--- src/rtl/aes_ctr_sequencer.sv ---
// aes_ctr_sequencer
//   Drives aes_core in CTR mode as a streaming 128-bit encrypt/decrypt engine.
//   Each block: issue the counter block to the core, capture the keystream,
//   XOR it with one accepted input block into a one-entry output register.
//   The core key must already be loaded before start.
//
// Optional feature macro: AES_CTR_WRAP_ERR_EN
//   Defined   : a carry out of the low CTR_W counter bits sets sticky err_wrap;
//               the current block is still produced, then the run stops
//               without pulsing done.
//   Undefined : the counter wraps silently and err_wrap is tied to 0.
//
// Ports
//   clk, rst            clock; synchronous active-high reset
//   start, abort        one-cycle control pulses
//   iv, num_blocks      initial counter block and run length (latched on start)
//   busy, done          FSM not idle; one-cycle run-complete pulse
//   err_wrap            sticky counter-wrap flag
//   in_data/valid/ready input stream (ready is combinational)
//   out_data/valid/ready output stream (registered)
//   core_*              aes_core handshake: plaintext, start/clear strobes,
//                       ready/busy/done status, ciphertext (keystream)
module aes_ctr_sequencer #(
    parameter int unsigned COUNT_W = 16,
    parameter int unsigned CTR_W   = 32
) (
    input  logic               clk,
    input  logic               rst,
    input  logic               start,
    input  logic               abort,
    input  logic [127:0]       iv,
    input  logic [COUNT_W-1:0] num_blocks,
    output logic               busy,
    output logic               done,
    output logic               err_wrap,
    input  logic [127:0]       in_data,
    input  logic               in_valid,
    output logic               in_ready,
    output logic [127:0]       out_data,
    output logic               out_valid,
    input  logic               out_ready,
    output logic [127:0]       core_plaintext,
    output logic               core_encrypt_start,
    output logic               core_clear,
    input  logic               core_ready,
    input  logic               core_busy,
    input  logic               core_done,
    input  logic [127:0]       core_ciphertext
);

    typedef enum logic [1:0] {
        S_IDLE,
        S_ISSUE,
        S_WAIT,
        S_XOR
    } state_t;

    state_t             r_state;
    logic [127:0]       r_ctr;
    logic [127:0]       r_ks;
    logic [127:0]       r_out_data;
    logic [127:0]       r_core_pt;
    logic [COUNT_W-1:0] r_remaining;
    logic               r_out_valid;
    logic               r_done;
    logic               r_core_start;
    logic               r_core_clear;

    logic               w_in_ready;
    logic               w_in_fire;
    logic               w_out_fire;
    logic [127:0]       w_ctr_next;

    // Only the low CTR_W bits count; the upper bits are the fixed nonce.
    always_comb begin
        w_ctr_next              = r_ctr;
        w_ctr_next[CTR_W-1:0]   = r_ctr[CTR_W-1:0] + CTR_W'(1);
    end

    assign w_in_ready = (r_state == S_XOR) && (!r_out_valid || out_ready);
    assign w_in_fire  = w_in_ready && in_valid;
    assign w_out_fire = r_out_valid && out_ready;

`ifdef AES_CTR_WRAP_ERR_EN
    logic r_err_wrap;
    logic w_carry;
    assign w_carry  = &r_ctr[CTR_W-1:0];
    assign err_wrap = r_err_wrap;
`else
    assign err_wrap = 1'b0;
`endif

    always_ff @(posedge clk) begin
        if (rst) begin
            r_state      <= S_IDLE;
            r_ctr        <= '0;
            r_ks         <= '0;
            r_out_data   <= '0;
            r_core_pt    <= '0;
            r_remaining  <= '0;
            r_out_valid  <= 1'b0;
            r_done       <= 1'b0;
            r_core_start <= 1'b0;
            r_core_clear <= 1'b0;
`ifdef AES_CTR_WRAP_ERR_EN
            r_err_wrap   <= 1'b0;
`endif
        end else begin
            r_done       <= 1'b0;
            r_core_start <= 1'b0;
            r_core_clear <= 1'b0;

            // Drain happens first; an input handshake below may reload it.
            if (w_out_fire) begin
                r_out_valid <= 1'b0;
            end

            if (abort && (r_state != S_IDLE)) begin
                r_state      <= S_IDLE;
                r_out_valid  <= 1'b0;
                r_core_clear <= 1'b1;
            end else begin
                case (r_state)
                    S_IDLE: begin
                        // abort in idle is a no-op but still drops a coincident start
                        if (start && !abort) begin
`ifdef AES_CTR_WRAP_ERR_EN
                            r_err_wrap <= 1'b0;
`endif
                            if (num_blocks == '0) begin
                                r_done <= 1'b1;
                            end else begin
                                r_ctr       <= iv;
                                r_remaining <= num_blocks;
                                r_state     <= S_ISSUE;
                            end
                        end
                    end
                    S_ISSUE: begin
                        if (core_ready && !core_busy) begin
                            r_core_pt    <= r_ctr;
                            r_core_start <= 1'b1;
                            r_state      <= S_WAIT;
                        end
                    end
                    S_WAIT: begin
                        if (core_done) begin
                            r_ks    <= core_ciphertext;
                            r_state <= S_XOR;
                        end
                    end
                    S_XOR: begin
                        if (w_in_fire) begin
                            r_out_data  <= in_data ^ r_ks;
                            r_out_valid <= 1'b1;
                            r_ctr       <= w_ctr_next;
                            r_remaining <= r_remaining - COUNT_W'(1);
`ifdef AES_CTR_WRAP_ERR_EN
                            // A wrap ends the run even on the last block, without done.
                            if (w_carry) begin
                                r_err_wrap <= 1'b1;
                                r_state    <= S_IDLE;
                            end else
`endif
                            if (r_remaining == COUNT_W'(1)) begin
                                r_done  <= 1'b1;
                                r_state <= S_IDLE;
                            end else begin
                                r_state <= S_ISSUE;
                            end
                        end
                    end
                    default: r_state <= S_IDLE;
                endcase
            end
        end
    end

    assign busy               = (r_state != S_IDLE);
    assign done               = r_done;
    assign in_ready           = w_in_ready;
    assign out_data           = r_out_data;
    assign out_valid          = r_out_valid;
    assign core_plaintext     = r_core_pt;
    assign core_encrypt_start = r_core_start;
    assign core_clear         = r_core_clear;

endmodule

--- config.mk ---
export PLATFORM = sky130hd
export DESIGN_NAME = aes_ctr_sequencer
export DESIGN_NICKNAME = d
export VERILOG_FILES = /design/src/rtl/aes_ctr_sequencer.sv
export SDC_FILE = /design/constraint.sdc
export NUM_CORES = 1
export LEC_CHECK = 0
export BUFFER_PORTS_ARGS = -buffer_cell sky130_fd_sc_hd__buf_2
export CAP_MARGIN = 20
export CELL_PAD_IN_SITES_DETAIL_PLACEMENT = 0
export CELL_PAD_IN_SITES_GLOBAL_PLACEMENT = 1
export CORE_AREA = 2 2 260 262
export CTS_BUF_LIST = sky130_fd_sc_hd__clkbuf_8
export DETAILED_ROUTE_END_ITERATION = 12
export DIE_AREA = 0 0 262 264
export PLACE_DENSITY = 0.82
export SYNTH_ARGS = -nofsm -noshare
export SYNTH_HDL_FRONTEND = slang
export SYNTH_SLANG_ARGS = --single-unit
--- constraint.sdc ---
create_clock -name clk -period 2.76 [get_ports clk]
set_input_delay 0.552 -clock clk [delete_from_list [all_inputs] [get_ports clk]]
set_output_delay 0.552 -clock clk [all_outputs]
set_load 0.03 [all_outputs]
---- Yosys cells after proc, flatten, opt, wreduce, memory -nomap -nowiden ----
Index checks and enable logic that the tools add are counted.
storage, ports and cells
  register bits after elaboration ......... 534
  latch bits .............................. 0
  RAM bits ................................ 0
  memory bits (read-only) ................. 0
  input bits .............................. 409
  output and inout bits ................... 263
  logic and storage cells ................. 74
  memories ................................ 0
operators by class
  $add $sub $neg .......................... 2
  multipliers ............................. 0
  div/mod/pow operators ................... 0
  magnitude comparators ................... 0
  equality and inequality tests ........... 9
  shift operators ......................... 0
  mux-type cells .......................... 25
  bitwise gates (word level) .............. 5
  reductions and logical operators ........ 22
operator list
  cell                     count
  $mux W128                2
  $pmux W128 S2            1
  $xor A128 B128 Y128      1
  $mux W16                 3
  $add A32 B1 Y32 const B  1
  $mux W32                 1
  $pmux W16 S2             1
  $eq A16 B1 Y1 const B    1
  $logic_not A16 Y1        1
  $sub A16 B1 Y16 const B  1
  $reduce_and A5 Y1        3
  $mux W1                  10
  $mux W2                  5
  $ne A2 B2 Y1 const B     5
  $reduce_and A3 Y1        3
  $pmux W2 S4              1
  $logic_and A1 B1 Y1      6
  $eq A2 B2 Y1 const B     2
  $not A1 Y1               4
  $reduce_bool A2 Y1       2
  $logic_not A1 Y1         3
  $reduce_or A3 Y1         1
  $eq A2 B1 Y1 const B     1
  $logic_not A2 Y1         1
  3 further kinds          3

---- Depth between registers and ports, before layout ----
  word-level depth ........................ 6
  gate-level depth with buffers ........... 10
  gate-level depth less buffers ........... 7

---- Least setup slack after synthesis ----
OpenSTA, ideal clock, no wires.
  path type ............................... in2reg
  start ................................... input num_blocks[11]
  end ..................................... register r_ctr[26]
  setup time .............................. 0.088 ns
  arrival time ............................ 2.282 ns
  required time ........................... 2.672 ns
  slack ................................... 0.390 ns
  stages .................................. 7
  path buffers ............................ 2
  cells stage by stage .................... or4_1 > o41ai_4 > a211o_1 > buf_4 > buf_4 > a21oi_1 > o32ai_2
on the way
  cells in the longest elaborated chain, start to end .. 3
ends and longest elaborated chain
  item                         line  source
  start, declared              32    input logic [COUNT_W-1:0] num_blocks,
  $logic_not A16 Y1            130   if (num_blocks == '0) begin
  $ne A2 B2 Y1 (no line)       n/a
  $reduce_and A5 Y1 (no line)  n/a
  end signal, assigned         133   r_ctr <= iv;
  end signal, assigned         156   r_ctr <= w_ctr_next;
  end, declared                59    logic [127:0] r_ctr;
No other way between the ends.
A chain may end at the register's enable or synchronous reset.

---- Worst setup path in the final report ----
  start ................................... register r_state[0]
  end ..................................... register r_remaining[0]
on the way
  cells in the longest elaborated chain, start to end .. 5
  elaborated cells between the ends (all ways) .. 13
  those cells by class .................... 4 x eq/ne; 1 x mux; 1 x bitwise; 7 x reduce/logical
ends and longest elaborated chain
  item                         line     source
  start, declared              58       state_t r_state;
  start signal, assigned       95       r_state <= S_IDLE;
  start signal, assigned       119      r_state <= S_IDLE;
  start signal, assigned       135      r_state <= S_ISSUE;
  $eq A2 B2 Y1                 80, 123
  $logic_and A1 B1 Y1          80       assign w_in_ready = (r_state == S_XOR) && (!r_out_valid || out_ready);
  $logic_and A1 B1 Y1          81       assign w_in_fire = w_in_ready && in_valid;
  $ne A2 B2 Y1 (no line)       n/a
  $reduce_and A5 Y1 (no line)  n/a
  end signal, assigned         134      r_remaining <= num_blocks;
  end signal, assigned         157      r_remaining <= r_remaining - COUNT_W'(1);
  end, declared                63       logic [COUNT_W-1:0] r_remaining;
Several ways; a longest one is shown, not always the timed one.

==> flow_metrics.tcl <==
set metrics [dict create \
    run_status "finished, final reports clean" \
    ioPinCount 672 \
    grt_pass1_wl_um 107800 \
    grt_max_degree 89 \
    r2r_start "r_state[0]" \
    fin_nets 3635 \
    syn_to_final_growth_pct 31.09 \
    gr-total-overflow 0 \
    core_sq_mm 0.06656 \
    final_cell_area_sq_mm 0.02738 \
    antenna_left 0 \
    synthArstFlopShare_pct 0 \
    r2r_setup_slack_ns 0.07 \
    synth_flop_cell "dfxtp_1" \
    ys_top_cells_by_area "dfxtp_1, nand2_1, a21oi_1" \
    post-route-min-period_ns 2.686 \
    dpl.hpwl_um 52030 \
    fin_crit_sh_pct 97.30 \
    synth_commonest_cells "nand2_1, dfxtp_1, a21oi_1" \
    drc_errors 0 \
    cp.arrival_ns 3.28 \
    cp_max_fo 22 \
    cp-startpoint "r_state[0]" \
    drive_above_1_share_pct 27.02 \
    grt_antenna_before_repair 27 \
    worstPathRequired_ns 3.35 \
    synthesis.nets 3001 \
    gp_congestion 0.8803 \
    grt_pass1_vias 18537 \
    crit_type "flop to flop" \
    fin_skew_ns 0.05122 \
    synth_warnings 0 \
    endpoint_kind "flop" \
    htreeDepth 3 \
    synth_top_cell_by_area "dfxtp_1" \
    dpl_cell_area_sq_mm 0.02542 \
    grt_usage_pct 20.02 \
    endpoint "r_remaining[0]" \
    routedWlPerCell_um 17.46 \
    routed_via_density 4.751 \
    ctsHoldBuffers 0 \
    drt_iter0_markers 1409 \
    slew_violations 0 \
    yosys.area.top_type_share_pct 51.18 \
    initial_core_util_pct 31.38 \
    numPortBuffers 670 \
    dieArea_sq_mm 0.06917 \
    hp-class "input pin to flop" \
    cts.sinks 534 \
    synth-seq-cells 534 \
    relSlewSlack_pct 29.75 \
    setup_viol 0 \
    ir_worst_vdd_v 0.0004258 \
    wirelength_um 72880 \
    tritoncts "built" \
    die_h_um 264 \
    ys_seq_area_share_pct 51.18 \
    path_clk_slew_ns 0.07 \
    fp.dieW_um 262 \
    p_leak_nw 10.80 \
    worstSkewPairLatency_ns 0.68 \
    tightest_slew_ns 1.050 \
    rr_worst_depth 7 \
    dr.pass1.iters 7 \
    netlist_area_sq_mm 0.02089 \
    synthCells 2585 \
    syn_avg_cell_area_sq_um 8.080 \
    r2r_end "r_remaining[0]" \
    cts_root_buffer "clkbuf_8" \
    clock_path_buffers 3 \
    max_freq_mhz 372.4 \
    cp-start-kind "flop" \
    hold_viol_final 0 \
    cts_buffers 94 \
    rows 95 \
    powerDensity_mw_per_mm2 631.2 \
    via_count 19830 \
    final.fill_count 6928 \
    max-cap-violations 0 \
    post-synth-top-count-cell "nand2_1" \
    rsz0062_at_grt "true" \
    stdcell_count 4174 \
    dp_cells 3995 \
    synth_cell_types 55 \
    synth_edf_count 0 \
]
-- cell type report --
class / instances / area, sq um / area share (%)
flip-flops and latches: 534 / 10690 / 39.04
diodes: 14 / 35.03 / 0.1279
clock buffers: 116 / 1597 / 5.831
repair buffers: 737 / 4167 / 15.22
multi-input cells: 1830 / 9399 / 34.33
clock inverters: 48 / 319.1 / 1.165
well taps: 873 / 1092 / 3.989
inverters: 22 / 82.58 / 0.3016
-- registers in the layout (all words and copies together), names as in the netlist --
name / count
core_plaintext: 128
out_data: 128
r_ctr: 128
r_ks: 128
r_remaining: 16
r_state: 2
core_clear: 1
core_encrypt_start: 1
done: 1
out_valid: 1
-- logic make-up after synthesis --
group,share of synthesized area [%]
compound gates,18.51
xor+xnor,5.367
fa+ha+maj,0.4193
buf+inv,4.217
flops,51.18
mux,0.1917
other cells,0.01795
simple gates,20.10
-- critical path, cell delays in order (launching register included) --
cell	delay, ns
dfxtp_1	0.39
inv_1	0.10
ha_1	0.34
or2_2	0.36
a211oi_4	0.82
buf_4	0.29
a21oi_1	0.07
a311oi_1	0.24
-- through the flow --
step	total power [mW]	TNS [ns]	setup slack, ns	util (%)	hold slack, ns
after detailed placement	9.979	0	0.04759	38.19	0.4430
final	17.28	0	0.07441	41.14	0.09607
after global placement	9.968	0	0.07048	38.19	0.4398
after floorplan	9.182	0	0.3897	-	0.4322
after global routing	18.07	-0.7476	-0.07840	41.12	0.03920
after CTS	17.53	0	0.1183	41.07	0.004114
-- repair_timing --
action	4_1_cts	5_1_grt
setup endpoints to repair	0	18
setup buffers	0	0
resized for setup	0	1
-- routing by layer --
layer  GRT usage (%)  part of all wire [%]  up-vias
li1                -                     -    10008
met1           23.86                    41     8977
met2           33.55                    48      684
met3           5.652                   8.1      141
met4           8.383                   3.2       20
met5               0                  0.16        -
-- layout by cell type (no fill, tap or decap), types with 6 or more instances in the layout --
| cell | count |
|---|---|
| clkbuf_8 | 116 |
| and2_1 | 6 |
| inv_1 | 55 |
| a211oi_1 | 134 |
| nand3_1 | 14 |
| a21o_1 | 6 |
| nor3_1 | 12 |
| buf_4 | 43 |
| nand4_1 | 21 |
| buf_2 | 669 |
| nor2b_1 | 18 |
| xnor2_1 | 128 |
| o21ai_0 | 50 |
| and3_1 | 8 |
| o2bb2ai_1 | 6 |
| or4_1 | 10 |
| nor2_1 | 153 |
| o31a_1 | 6 |
| nor4_1 | 11 |
| nand2_1 | 749 |
| buf_12 | 24 |
| dfxtp_1 | 534 |
| a21oi_1 | 411 |
| ha_1 | 6 |
| o32ai_1 | 9 |
| diode_2 | 14 |
-- power by group --
group	internal, mW	switching [mW]
Clock	4.08	3.38
Combinational	0.690	1.00
Sequential	7.94	0.188
Total	12.7	4.57
-- how the worst min path moves through the flow --
stage,startpoint,to,slack (ns),cells after the start
2_1_floorplan,r_ctr[100],core_plaintext[100],0.43,2
4_1_cts,core_ciphertext[120],r_ks[120],0.004,3
3_3_place_gp,r_ctr[125],core_plaintext[125],0.44,2
6_report,core_ciphertext[120],r_ks[120],0.1,3
5_1_grt,core_ciphertext[24],r_ks[24],0.04,3
3_5_place_dp,core_plaintext[13],core_plaintext[13],0.44,2
Power figures use the tool's default switching activity.
